===== config.mk =====
export PLATFORM = sky130hd
export DESIGN_NAME = mem_ctrl
export DESIGN_NICKNAME = d
export VERILOG_FILES = /design/src/rtl/mem_ctrl.sv
export SDC_FILE = /design/constraint.sdc
export NUM_CORES = 1
export LEC_CHECK = 0
export BUFFER_PORTS_ARGS = -buffer_cell sky130_fd_sc_hd__clkbuf_2
export CAP_MARGIN = 10
export CORE_MARGIN = 5
export CORE_UTILIZATION = 40
export DETAILED_ROUTE_END_ITERATION = 10
export PLACE_DENSITY = 0.63
export SKIP_LAST_GASP = 1
export SLEW_MARGIN = 25
export SYNTH_ARGS = -nofsm -noshare
export SYNTH_HDL_FRONTEND = slang
export SYNTH_SLANG_ARGS = --single-unit
export TNS_END_PERCENT = 50

===== constraint.sdc =====
create_clock -name clk -period 2.01 [get_ports clk]
set_clock_uncertainty 0.05 [all_clocks]
set_input_delay 0.402 -clock clk [delete_from_list [all_inputs] [get_ports clk]]
set_output_delay 0.402 -clock clk [all_outputs]
set_load 0.02 [all_outputs]

===== src/rtl/mem_ctrl.sv =====
// Byte-serial RAM port arbiter for the IF and MEM pipeline stages.
// MEM wins ties; a granted 1/2/4-byte transaction always runs to completion.
module mem_ctrl #(
    parameter int MEM_ADDR_WIDTH = 17
) (
    input  logic                      clk,
    input  logic                      rst,
    input  logic                      if_req_i,
    input  logic [31:0]               if_addr_i,
    output logic [31:0]               if_rdata_o,
    output logic                      if_done_o,
    output logic                      if_stall_req_o,
    input  logic                      me_req_i,
    input  logic                      me_we_i,
    input  logic [1:0]                me_width_i,
    input  logic [31:0]               me_addr_i,
    input  logic [31:0]               me_wdata_i,
    output logic [31:0]               me_rdata_o,
    output logic                      me_done_o,
    output logic                      me_stall_req_o,
    output logic                      mem_en_o,
    output logic                      mem_we_o,
    output logic [MEM_ADDR_WIDTH-1:0] mem_addr_o,
    output logic [7:0]                mem_wdata_o,
    input  logic [7:0]                mem_rdata_i
);
    // state | meaning
    // IDLE  | arbitrate, latch the winner's request
    // BUSY  | one RAM byte per cycle, cnt = byte index
    // WAIT  | reads only: capture the last byte
    // DONE  | owner's done pulse, assembled rdata on its output
    typedef enum logic [1:0] {IDLE, BUSY, WAIT, DONE} state_t;

    state_t      state, state_nxt;
    logic        owner_me, we_q;
    logic [31:0] base_q, wdata_q, rdata_q;
    logic [31:0] if_rdata_hold, me_rdata_hold;
    logic [1:0]  cnt_q, last_q, cnt_prev;
    logic [31:0] byte_addr;
    logic        last_beat;
    logic        unused_addr_hi;

    assign last_beat      = (cnt_q == last_q);
    assign cnt_prev       = cnt_q - 2'd1;
    assign byte_addr      = base_q + {30'd0, cnt_q};
    assign unused_addr_hi = ^byte_addr[31:MEM_ADDR_WIDTH];

    assign if_stall_req_o = if_req_i & ~if_done_o;
    assign me_stall_req_o = me_req_i & ~me_done_o;

    always_ff @(posedge clk or negedge rst) begin
        if (!rst) state <= IDLE;
        else      state <= state_nxt;
    end

    always_comb begin
        state_nxt = state;
        case (state)
            IDLE:    if (me_req_i || if_req_i) state_nxt = BUSY;
            BUSY:    if (last_beat) state_nxt = we_q ? DONE : WAIT;
            WAIT:    state_nxt = DONE;
            DONE:    state_nxt = IDLE;
            default: state_nxt = IDLE;
        endcase
    end

    always_ff @(posedge clk or negedge rst) begin
        if (!rst) begin
            owner_me      <= 1'b0;
            we_q          <= 1'b0;
            base_q        <= '0;
            wdata_q       <= '0;
            rdata_q       <= '0;
            cnt_q         <= '0;
            last_q        <= '0;
            if_rdata_hold <= '0;
            me_rdata_hold <= '0;
        end else begin
            case (state)
                IDLE: begin
                    if (me_req_i) begin
                        owner_me <= 1'b1;
                        we_q     <= me_we_i;
                        base_q   <= me_addr_i;
                        wdata_q  <= me_wdata_i;
                        cnt_q    <= '0;
                        rdata_q  <= '0;
                        case (me_width_i)
                            2'b00:   last_q <= 2'd0;
                            2'b01:   last_q <= 2'd1;
                            default: last_q <= 2'd3;
                        endcase
                    end else if (if_req_i) begin
                        owner_me <= 1'b0;
                        we_q     <= 1'b0;
                        base_q   <= if_addr_i;
                        wdata_q  <= '0;
                        cnt_q    <= '0;
                        rdata_q  <= '0;
                        last_q   <= 2'd3;
                    end
                end
                BUSY: begin
                    // RAM returns each byte one cycle after its issue
                    if (!we_q && cnt_q != 2'd0)
                        rdata_q[{cnt_prev, 3'b000} +: 8] <= mem_rdata_i;
                    if (!last_beat)
                        cnt_q <= cnt_q + 2'd1;
                end
                WAIT: rdata_q[{cnt_q, 3'b000} +: 8] <= mem_rdata_i;
                DONE: begin
                    if (owner_me) me_rdata_hold <= rdata_q;
                    else          if_rdata_hold <= rdata_q;
                end
                default: ;
            endcase
        end
    end

    always_comb begin
        mem_en_o    = 1'b0;
        mem_we_o    = 1'b0;
        mem_addr_o  = '0;
        mem_wdata_o = '0;
        if_done_o   = 1'b0;
        me_done_o   = 1'b0;
        if_rdata_o  = if_rdata_hold;
        me_rdata_o  = me_rdata_hold;
        case (state)
            BUSY: begin
                mem_en_o   = 1'b1;
                mem_we_o   = we_q;
                mem_addr_o = byte_addr[MEM_ADDR_WIDTH-1:0];
                if (we_q) mem_wdata_o = wdata_q[{cnt_q, 3'b000} +: 8];
            end
            DONE: begin
                if (owner_me) begin
                    me_done_o  = 1'b1;
                    me_rdata_o = rdata_q;
                end else begin
                    if_done_o  = 1'b1;
                    if_rdata_o = rdata_q;
                end
            end
            default: ;
        endcase
    end
endmodule


# Yosys cells after proc, flatten, opt, wreduce, memory -nomap -nowiden
# Cells that the tools add are included.
dict set report word_totals {
  regBits 153
  output_inout_bits 95
}
dict set report classes {
  n_mux 36
  bitwise 4
  n_eq_ne 10
  reduce_logical 13
  shifts 5
  addsub 5
}
# cell n
set op_table {}
lappend op_table {{32-bit two-way mux} 8}
lappend op_table {{32-bit case mux with 3 select lines} 1}
lappend op_table {{32-bit bitwise mux} 2}
lappend op_table {{8-bit by 7-bit variable shift with 32-bit output (first input constant)} 2}
lappend op_table {{8-bit by 7-bit indexed part select with 32-bit output} 2}
lappend op_table {{17-bit two-way mux} 3}
lappend op_table {{32-bit by 6-bit indexed part select with 8-bit output} 1}
lappend op_table {{17-bit by 2-bit adder with 17-bit output} 1}
lappend op_table {{8-bit two-way mux} 2}
lappend op_table {{2-bit two-way mux} 7}
lappend op_table {{5-bit negation with 7-bit output} 2}
lappend op_table {{1-bit two-way mux} 10}
lappend op_table {{2-bit inequality test (second input constant)} 4}
lappend op_table {{2-bit case mux with 2 select lines} 2}
lappend op_table {{2-bit case mux with 4 select lines} 1}
lappend op_table {{3-bit AND reduction} 2}
lappend op_table {{2-bit nonzero test} 3}
lappend op_table {{2-bit by 1-bit equality test with 1-bit output (second input constant)} 2}
lappend op_table {{2-bit equality test (second input constant)} 2}
lappend op_table {{2-bit zero test} 2}
lappend op_table {{2-bit AND reduction} 2}
lappend op_table {{3-bit inequality test (second input constant)} 1}
lappend op_table {{3-bit nonzero test} 1}
lappend op_table {{2-bit by 1-bit adder with 2-bit output (second input constant)} 1}
lappend op_table {{7 further kinds} 9}

# Logic depth before layout (Yosys ltp)
# Gate-level depths: netlist of the first run.
dict set report logic_depth {
  depth_word 6
  mapped_depth 8
  depth_no_buf 6
}

# Worst setup path after synthesis of the first run
# OpenSTA, ideal clock, no wires.
dict set report synth_path {
  kind {register to output}
  startpoint {register cnt_q[0]}
  endpoint {output port mem_addr_o[8]}
  path_slack_ps -384
  t_required_ps 1558
  arrival_ps 1942
  path_stages_with_launch 6
  n_path_buf 0
  path_cell_list {dfrtp_1 ha_1 fa_1 nand4_1 or3_1 a21boi_0}
}
dict set report synth_via {
  elab_chain_cells 2
}
# item line
set synth_lines {}
lappend synth_lines {{from (decl)} 38} ;# logic [1:0] cnt_q, last_q, cnt_prev;
lappend synth_lines {{from (signal assigned)} 108} ;# cnt_q <= cnt_q + 2'd1;
lappend synth_lines {{17-bit by 2-bit adder with 17-bit output} 45} ;# assign byte_addr = base_q + {30'd0, cnt_q};
lappend synth_lines {{17-bit two-way mux} 129} ;# case (state)
lappend synth_lines {{to (decl)} 23} ;# output logic [MEM_ADDR_WIDTH-1:0] mem_addr_o,
# Every way passes these cells.

# Worst setup path in the final report of the first run
dict set report layout_path {
  startpoint {register cnt_q[0]}
  endpoint {output port mem_addr_o[10]}
}
# Same word-level chain as after synthesis.

==> run summary, run 1 <==
TritonCTS built the clock tree. The first global-routing pass estimated 31,150 um of wire. The total die area came out at approximately 20,000 um^2. The clock latency reported for the late side of the worst-skew pair is 420 ps. The average cell area after synthesis came out at 11.54 um^2. The horizontal die dimension came out at between 100 and 150 um. The final setup slack of the worst path came out at -565.7 ps.

The run finished, with violations left. The number of H-tree levels is 4. Dividing the final minimum period by the clock period gives 1.281. In this run the deepest clock path goes through 2 buffers. The clock root buffer is sky130_fd_sc_hd__clkbuf_16. The total design power is 14.87 mW. Data on the critical path arrives at its endpoint at 2120 ps.

The overall die height is approximately 140 um. Timing would allow up to between 300 and 400 MHz. For this configuration, the core starts out at a cell density of 0.4071. For this block, the initial DRC count from the detailed router was 282.

The detail-routed via count per cell came out at 5.068. The instance count of the mapped netlist is 610. The async set-reset flop share out of synthesis came out at 1.000. The final HPWL from detailed placement is ~13,000 um. The count of input and output buffers came out at between 150 and 200. The initial antenna violation count is 0. Dividing the detail-routed wire length by the instance count gives 17.81 um.

The synthesis-to-layout area growth came out at 54.80%. Tracing the worst setup path back leads to its startpoint at cnt_q[0]. For this run, the leading register cell type out of synthesis is sky130_fd_sc_hd__dfrtp_1. The number of antenna diodes is 0. For this run, the detailed router's first-pass iteration total came to 4. The final number of max-transition violations came out at 0. The total global routing track utilization is 0.1940.

Entering global routing, the biggest net connects 55 pins. The worst setup path is captured at a primary output. The worst path in the final design needs a cycle of 2576 ps, including I/O delays and setup. The worst register-to-register path begins at cnt_q[0]. For this run, design rule violations remaining after detail routing come to 0. The final layout contains routed wiring with a total length of about 20,000 um. After synthesis the cells add up to 7042 um^2. The tool flagged a number of max-cap violations equal to 0. The tightest min-delay check is of the in2reg type. In this run the most critical hold path is launched from me_wdata_i[23]. The number of ports placed on the die boundary is 206. STA classifies the critical path startpoint as a register. The overflow left after global routing came out at 0.

The post-placement setup slack came out at -265.8 ps. The final weighted congestion in routability-driven placement came out at 0.8320. The worst IR drop on VDD came out at about 0.95 mV. Detailed routing inserted a total of approximately 5,700 vias.

The final reports fail on negative setup slack. The core box area came out at about 17,000 um^2. Along the worst path, the maximum fanout reaches 7. The flip-flop and latch count after synthesis is 153.

The final-report hold violation count came to 0. The category of the most critical setup path is reg2out. Clock-pin slew was measured on the worst setup and hold paths at 60 ps.

The number of enable flip-flop cells after synthesis is 0. For this run, the register share of the synthesized area comes to 0.5437. Counting every sink on the clock net gives 153.

The count of cell types in the netlist came out at 43. The worst hold-check slack came out at 156.8 ps. The number of nets still failing antenna checks after routing came out at 0. The count of standard-cell rows came out at 48. STA puts the critical path data required time at 1560 ps. The transition time at the pin with the least slew margin is 555.8 ps. The number of nets in the synthesized netlist is 735. Setup violations remaining at the end of the flow were counted as 127. The synthesis warning total is 0.

For this design the static power due to leakage is 5.650 nW. The worst pin sits at a relative slew slack of 0.6295. The layout net count came out at 1,006. Setup repair after global routing could not meet its margin everywhere.

The total power divided by cell area is around 1400 nW/um^2. The number of global-route vias before repair came out at 5,963. The clock buffer count from CTS came out at 17. The fraction of layout instances using a drive strength above 1 came out at 0.5045.
[synthesized netlist by cell type, types with 2 or more instances]
cell type,number,area [um^2]
sky130_fd_sc_hd__a21boi_0,2,15.01
sky130_fd_sc_hd__a21boi_4,2,37.54
sky130_fd_sc_hd__a21oi_1,9,45.04
sky130_fd_sc_hd__a22o_1,23,201.4
sky130_fd_sc_hd__a22oi_1,4,30.03
sky130_fd_sc_hd__a32o_1,9,90.09
sky130_fd_sc_hd__and2_1,23,143.9
sky130_fd_sc_hd__buf_2,9,45.04
sky130_fd_sc_hd__clkbuf_1,23,86.33
sky130_fd_sc_hd__dfrtp_1,153,3829
sky130_fd_sc_hd__ha_1,13,162.7
sky130_fd_sc_hd__inv_1,13,48.80
sky130_fd_sc_hd__mux2_2,64,720.7
sky130_fd_sc_hd__mux2i_1,22,220.2
sky130_fd_sc_hd__mux4_2,8,180.2
sky130_fd_sc_hd__nand2_1,99,371.6
sky130_fd_sc_hd__nand2b_1,7,43.79
sky130_fd_sc_hd__nand3_1,41,205.2
sky130_fd_sc_hd__nand4_1,6,37.54
sky130_fd_sc_hd__nor2_1,3,11.26
sky130_fd_sc_hd__nor2b_1,3,18.77
sky130_fd_sc_hd__nor3_1,4,20.02
sky130_fd_sc_hd__nor4_1,3,18.77
sky130_fd_sc_hd__nor4_2,2,25.02
sky130_fd_sc_hd__o21a_1,2,15.01
sky130_fd_sc_hd__o21ai_0,30,150.1
sky130_fd_sc_hd__o21ai_1,5,25.02
sky130_fd_sc_hd__o22ai_1,2,12.51
sky130_fd_sc_hd__or3_1,2,12.51
sky130_fd_sc_hd__xnor2_1,4,35.03
sky130_fd_sc_hd__xor2_1,8,70.07
[per-stage QoR]
step	area, um^2	util	cells	TNS (ps)
after floorplan	7127	-	610	-1977
after CTS	10090	0.5834	1099	-49510
after global placement	8708	0.5035	1039	-6803
final	10900	0.6302	1119	-35820
after detailed placement	8708	0.5035	1039	-9936
after global routing	10900	0.6302	1119	-50160
[layout make-up]
class,instances,area [um^2]
clock buffer,19,452.9
clock inverter,13,133.9
sequential,153,3831
inverter,15,63.81
timing repair buffer,284,2560
tap,225,281.5
multi-input combinational,410,3577
fill,1333,6396
[final timing paths]
path	cells after the start	end	slack, ps
worst min register to register	2	wdata_q[24]	420
max in group asynchronous	3	if_rdata_hold[29]	830
worst min-delay path	3	wdata_q[23]	160
worst max-delay path	8	mem_addr_o[10]	-570
worst max register to register	8	rdata_q[21]	-240
min in group asynchronous	2	me_rdata_hold[13]	460
[critical path, stage by stage (launching register included)]
cell	delay (ps)
sky130_fd_sc_hd__dfrtp_2	430
sky130_fd_sc_hd__ha_4	180
sky130_fd_sc_hd__fa_2	340
sky130_fd_sc_hd__nand4_1	100
sky130_fd_sc_hd__buf_6	160
sky130_fd_sc_hd__nor3_2	50
sky130_fd_sc_hd__xor2_1	140
sky130_fd_sc_hd__and2_4	160
sky130_fd_sc_hd__clkbuf_8	140
[per-layer routing]
| metal | vias to the layer above | GRT usage | wire (um) |
|---|---|---|---|
| met2 | 167 | 0.3272 | 10040 |
| li1 | 2703 | - | - |
| met5 | - | 0 | 0 |
| met4 | 0 | 0.03902 | 174 |
| met1 | 2787 | 0.2558 | 8539 |
| met3 | 14 | 0.04956 | 1180 |
[cells in the final DEF (no fill, tap or decap), types with 3 or more instances in the layout]
| cell type | n |
|---|---|
| sky130_fd_sc_hd__dfrtp_1 | 151 |
| sky130_fd_sc_hd__clkbuf_2 | 99 |
| sky130_fd_sc_hd__nand2_1 | 98 |
| sky130_fd_sc_hd__buf_4 | 82 |
| sky130_fd_sc_hd__buf_6 | 53 |
| sky130_fd_sc_hd__mux2_4 | 51 |
| sky130_fd_sc_hd__nand3_1 | 38 |
| sky130_fd_sc_hd__o21ai_0 | 30 |
| sky130_fd_sc_hd__a22o_1 | 23 |
| sky130_fd_sc_hd__buf_8 | 23 |
| sky130_fd_sc_hd__mux2i_1 | 19 |
| sky130_fd_sc_hd__clkbuf_16 | 19 |
| sky130_fd_sc_hd__and2_4 | 16 |
| sky130_fd_sc_hd__mux2_2 | 13 |
| sky130_fd_sc_hd__buf_12 | 13 |
| sky130_fd_sc_hd__inv_1 | 10 |
| sky130_fd_sc_hd__a32o_1 | 9 |
| sky130_fd_sc_hd__clkbuf_8 | 9 |
| sky130_fd_sc_hd__mux4_2 | 8 |
| sky130_fd_sc_hd__a21oi_1 | 8 |
| sky130_fd_sc_hd__ha_4 | 8 |
| sky130_fd_sc_hd__and2_1 | 7 |
| sky130_fd_sc_hd__xor2_1 | 7 |
| sky130_fd_sc_hd__nand4_1 | 6 |
| sky130_fd_sc_hd__inv_6 | 5 |
| sky130_fd_sc_hd__nand2b_1 | 4 |
| sky130_fd_sc_hd__nor4_4 | 4 |
| sky130_fd_sc_hd__a22oi_1 | 4 |
| sky130_fd_sc_hd__o21ai_1 | 4 |
| sky130_fd_sc_hd__ha_1 | 4 |
| sky130_fd_sc_hd__nor2_1 | 3 |
| sky130_fd_sc_hd__nand2b_4 | 3 |
| sky130_fd_sc_hd__nor2b_1 | 3 |
| sky130_fd_sc_hd__clkinv_4 | 3 |
| sky130_fd_sc_hd__buf_16 | 3 |
[cell families after synthesis]
kind of cell,after synthesis,share of synthesized area
adders and majority gates,14,0.02594
AOI/OAI and AO/OA,91,0.09222
DFF,153,0.5437
and+or+nand+nor,199,0.1374
muxes,94,0.1592
xor gates and xnor gates,12,0.01493
buffers and inverters,47,0.02665
[flip-flops by register name (all words and copies together), names as in the netlist]
name and count:
if_rdata_hold 32, me_rdata_hold 32, rdata_q 32, wdata_q 32
base_q 17, cnt_q 2, last_q 2, state 2
owner_me 1, we_q 1
[repair_timing]
action | in CTS | in global routing
gates resized for setup | 105 | 247
setup endpoints to repair | 127 | 180
cloned | 5 | 2
endpoints found under the hold margin | 49 | 0
pin swaps | 14 | 34
hold buffers | 1 | 0
setup buffers | 22 | 27
[power by group]
part / switching, mW / leakage, nW / internal, mW
registers: 0.489 / 2.05 / 3.86
clock network: 1.34 / 0.285 / 1.80
logic: 3.66 / 3.31 / 3.71
total: 5.49 / 5.65 / 9.38
(Power assumes the default switching activity.)
==> inputs of run 2 (changes only) <==
Settings changed: CELL_PAD_IN_SITES_DETAIL_PLACEMENT set to 1, CELL_PAD_IN_SITES_GLOBAL_PLACEMENT set to 1, CORE_UTILIZATION 40 to 36, PLACE_DENSITY 0.63 to 0.72.
==> run summary, run 2 (same netlist as run 1, synthesis figures left out) <==
TritonCTS built the clock tree. The clock latency reported for the late side of the worst-skew pair came out at 420 ps (about the same). The transition time at the pin with the least slew margin is 521.4 ps (-34.45 ps). The core box area is 19,330 um^2 (+12%). The met2 track utilization from global routing is 0.3634 (+0.03622).

The library cells used most frequently in the layout, excluding fill and tap cells, are sky130_fd_sc_hd__dfrtp_1 (150), sky130_fd_sc_hd__nand2_1 (98), sky130_fd_sc_hd__buf_4 (98). In this run the worst setup path terminates at mem_addr_o[12]. The layout net count is 1,018 (+1.2%). The wire length per cell is 20.12 um (+13%).

The number of ports placed on the die boundary is 206 (unchanged). The overall die height came out at 149.9 um (+5.0%). The buffer depth of the longest clock path is 2 (unchanged). The maximum net fanout on the critical path is 7 (unchanged). The number of antenna diodes is 0 (unchanged).

The endpoint arrival time on the critical path came out at 2150 ps (+30 ps). The horizontal die dimension came out at 149.9 um (+5.0%). The number of nets still failing antenna checks after routing is 0 (unchanged).

The initial detailed-routing violation count came to 330 (+17%). The clock transition time at the flip-flop clock pins of the worst setup and hold paths came to 70 ps (about the same). The root buffer cell chosen for the clock tree is sky130_fd_sc_hd__clkbuf_16. The startpoint identified for the worst register-to-register timing path is cnt_q[0]. The initial antenna violation count came out at 0 (unchanged). The part of the power in the clock network is 0.214 (+0.003). The non-filler instance count after layout came out at 1,171 (+4.6%). The total global routing track utilization is 0.2031 (+0.009034). Setup repair after global routing could not meet its margin everywhere. The placed cell count is 1,075 (+3.5%). The final-report hold violation count came to 0 (unchanged). The overflow left after global routing came out at 0 (unchanged). The number of H-tree levels came out at 4 (unchanged).

The routed wire length is 23,560 um (+18%). The post-placement setup slack is -189.0 ps (+76.73 ps). The cell-internal power is 9.181 mW (-2.1%). The worst-path cell with the longest stage delay is sky130_fd_sc_hd__dfrtp_2.

The final-report setup violation count is 129 (+1.6%). The global routing met1 resource utilization is 0.2491 (-0.006738). The clock buffer count from CTS is 17 (unchanged). The register-to-register setup slack is -500 ps (-260 ps).

The final worst-path cycle share is 1.293 (+0.01170). In this run the worst setup path begins at cnt_q[0]. The synthesis-to-layout area growth is 55.65%. The count of standard-cell rows came out at 51 (+6.3%).

In this run the critical register-to-register path is captured at rdata_q[18]. The kind of cell with the highest combined delay along the critical path is adder cells. The delay of the slowest cell on the worst path came out at 440 ps (about the same).

The run finished, with violations left. STA classifies the critical path startpoint as a register. The filler cell count in the final layout was 2,016 (+51%). The worst IR drop on VDD came out at 0.6249 mV (-34%). The number of cells on the critical path came to 8 (unchanged). The detail-routed via count per cell came out at 5.024 (-0.87%).

The total design power was 14.92 mW (+0.38%). The maximum number of pins on one net before global-route repair came to 66 (+20%). The combinational group share of total power is 0.493 (-0.003). The fraction of layout instances using a drive strength above 1 is 0.4956 (-0.008889).

The category of the most critical setup path is reg2out. The minimum clock period after layout came out at 2599 ps (+23.51 ps). The proportion of power drawn by flip-flops and latches came out at 0.293 (about the same). The worst endpoint required time is 1560 ps (about the same).

The power dissipated by switching net loads came out at 5.742 mW (+4.6%). The switching part of the total is 0.3848 (+0.01558). The worst slew slack as a fraction of its limit came to 0.6517 (+0.02225). The met3 track demand over resource is 0.04936 (-0.0002006). The TritonCTS sink count came out at 153 (unchanged).

The number of maximum-capacitance constraint violations is 0 (unchanged). The most utilized layer in the global route result is met2. The total die area is 22,460 um^2 (+10%). The global-route wire length before repair was 35,470 um (+14%).

The signal on the critical path passes through ha_4 > fa_2 > nand4_1 > buf_6 > nor4_2 > xor2_1 > and2_4 > clkbuf_8. The final setup slack of the worst path was -589.2 ps (-23.51 ps). The standby leakage power came to 5.711 nW (+1.1%). The routed via count came out at 5,883 (+3.7%). The final weighted congestion in routability-driven placement came out at 0.8254 (-0.79%). The commonest non-fill, non-tap cell in the layout is sky130_fd_sc_hd__dfrtp_1. The number of detailed-routing iterations run before antenna repair came to 4 (unchanged). The final HPWL from detailed placement came out at 14,840 um (+10%). The sum of buffers and inverters on the critical path was 2 (unchanged).

The number of global-route vias before repair is 6,567 (+10%). The final number of max-transition violations came to 0 (unchanged). The endpoint kind of the worst setup timing path is a primary output. The DRC violation count after routing was 0 (unchanged). The highest clock rate came out at 384.7 MHz (-0.90%). The count of input and output buffers is 175 (unchanged). The total power divided by cell area came to 1362 nW/um^2 (-0.17%). The initial standard-cell utilization of the core is 0.3642 (-0.04292).

The final reports fail on negative setup slack. The class of the most critical hold timing path is in2reg. The path depth of the worst reg2reg path was 10 (+2).
run 2: changes by cell type in the layout (fill, tap and decap cells not counted), moves of 5 or more:
cell,previous run,this run
sky130_fd_sc_hd__and2_1,7,12
sky130_fd_sc_hd__and2_4,16,11
sky130_fd_sc_hd__buf_4,82,98
sky130_fd_sc_hd__buf_6,53,45
sky130_fd_sc_hd__buf_8,23,16
sky130_fd_sc_hd__clkbuf_8,9,24
sky130_fd_sc_hd__ha_1,4,9
sky130_fd_sc_hd__ha_4,8,3
sky130_fd_sc_hd__mux2_2,13,6
sky130_fd_sc_hd__mux2_4,51,58
run 2: how the worst min path moves through the flow:
stage | from | to | slack, ps | cells past startpoint
after global placement | rst | me_rdata_hold[18] | 260 | 1
after global routing | me_we_i | we_q | 140 | 3
final | me_wdata_i[15] | wdata_q[15] | 150 | 3
after detailed placement | rst | if_rdata_hold[18] | 270 | 1
after floorplan | rst | base_q[0] | 60 | 0
after CTS | me_wdata_i[15] | wdata_q[15] | 140 | 3
run 2: layout make-up:
type | instances | area [um^2] | share of cell area
timing repair buffer | 296 | 2664 | 0.2430
clock buffer | 17 | 425.4 | 0.03881
inverter | 15 | 58.81 | 0.005365
sequential | 153 | 3832 | 0.3497
tap | 265 | 331.6 | 0.03025
multi-input combinational | 410 | 3481 | 0.3176
clock inverter | 15 | 167.7 | 0.01530
run 2: what timing repair did:
item,4_1_cts,5_1_grt
setup endpoints to repair,127,131
gates resized for setup,142,182
buffers inserted,29,27
gates cloned,7,2
endpoints found under the hold margin,32,0
pin swaps,13,14
hold buffers,1,0
run 2: per-stage QoR:
step | setup TNS (ps) | util | cell area (um^2) | hold slack [ps]
2_1_floorplan | -1977 | - | 7127 | 56.41
3_3_place_gp | -3114 | 0.4501 | 8703 | 258.5
3_5_place_dp | -6454 | 0.4501 | 8703 | 269.0
4_1_cts | -44580 | 0.5336 | 10320 | 137.3
5_1_grt | -58820 | 0.5669 | 10960 | 141.5
6_report | -47250 | 0.5669 | 10960 | 154.5
run 2: power groups by stage:
stage / clock [mW] / sequential, mW / combinational (mW)
floorplan: 0 / 4.28 / 3.40
finish: 3.19 / 4.37 / 7.36
global placement: 0 / 4.31 / 5.33
detailed placement: 0 / 4.39 / 5.60
CTS: 3.26 / 4.36 / 6.70
global route: 3.41 / 4.47 / 7.95
run 2: worst min-delay path: stages:
cell and delay [ps]:
sky130_fd_sc_hd__clkbuf_2 80, sky130_fd_sc_hd__nand3_1 70, sky130_fd_sc_hd__nand2_1 50
run 2: per-layer routing:
| metal | part of all wire | wire, um | vias up |
|---|---|---|---|
| met5 | 0 | 0 | - |
| met4 | 0.017 | 412 | 0 |
| met3 | 0.051 | 1203 | 25 |
| met2 | 0.52 | 12250 | 169 |
| met1 | 0.41 | 9692 | 2974 |
| li1 | - | - | 2715 |
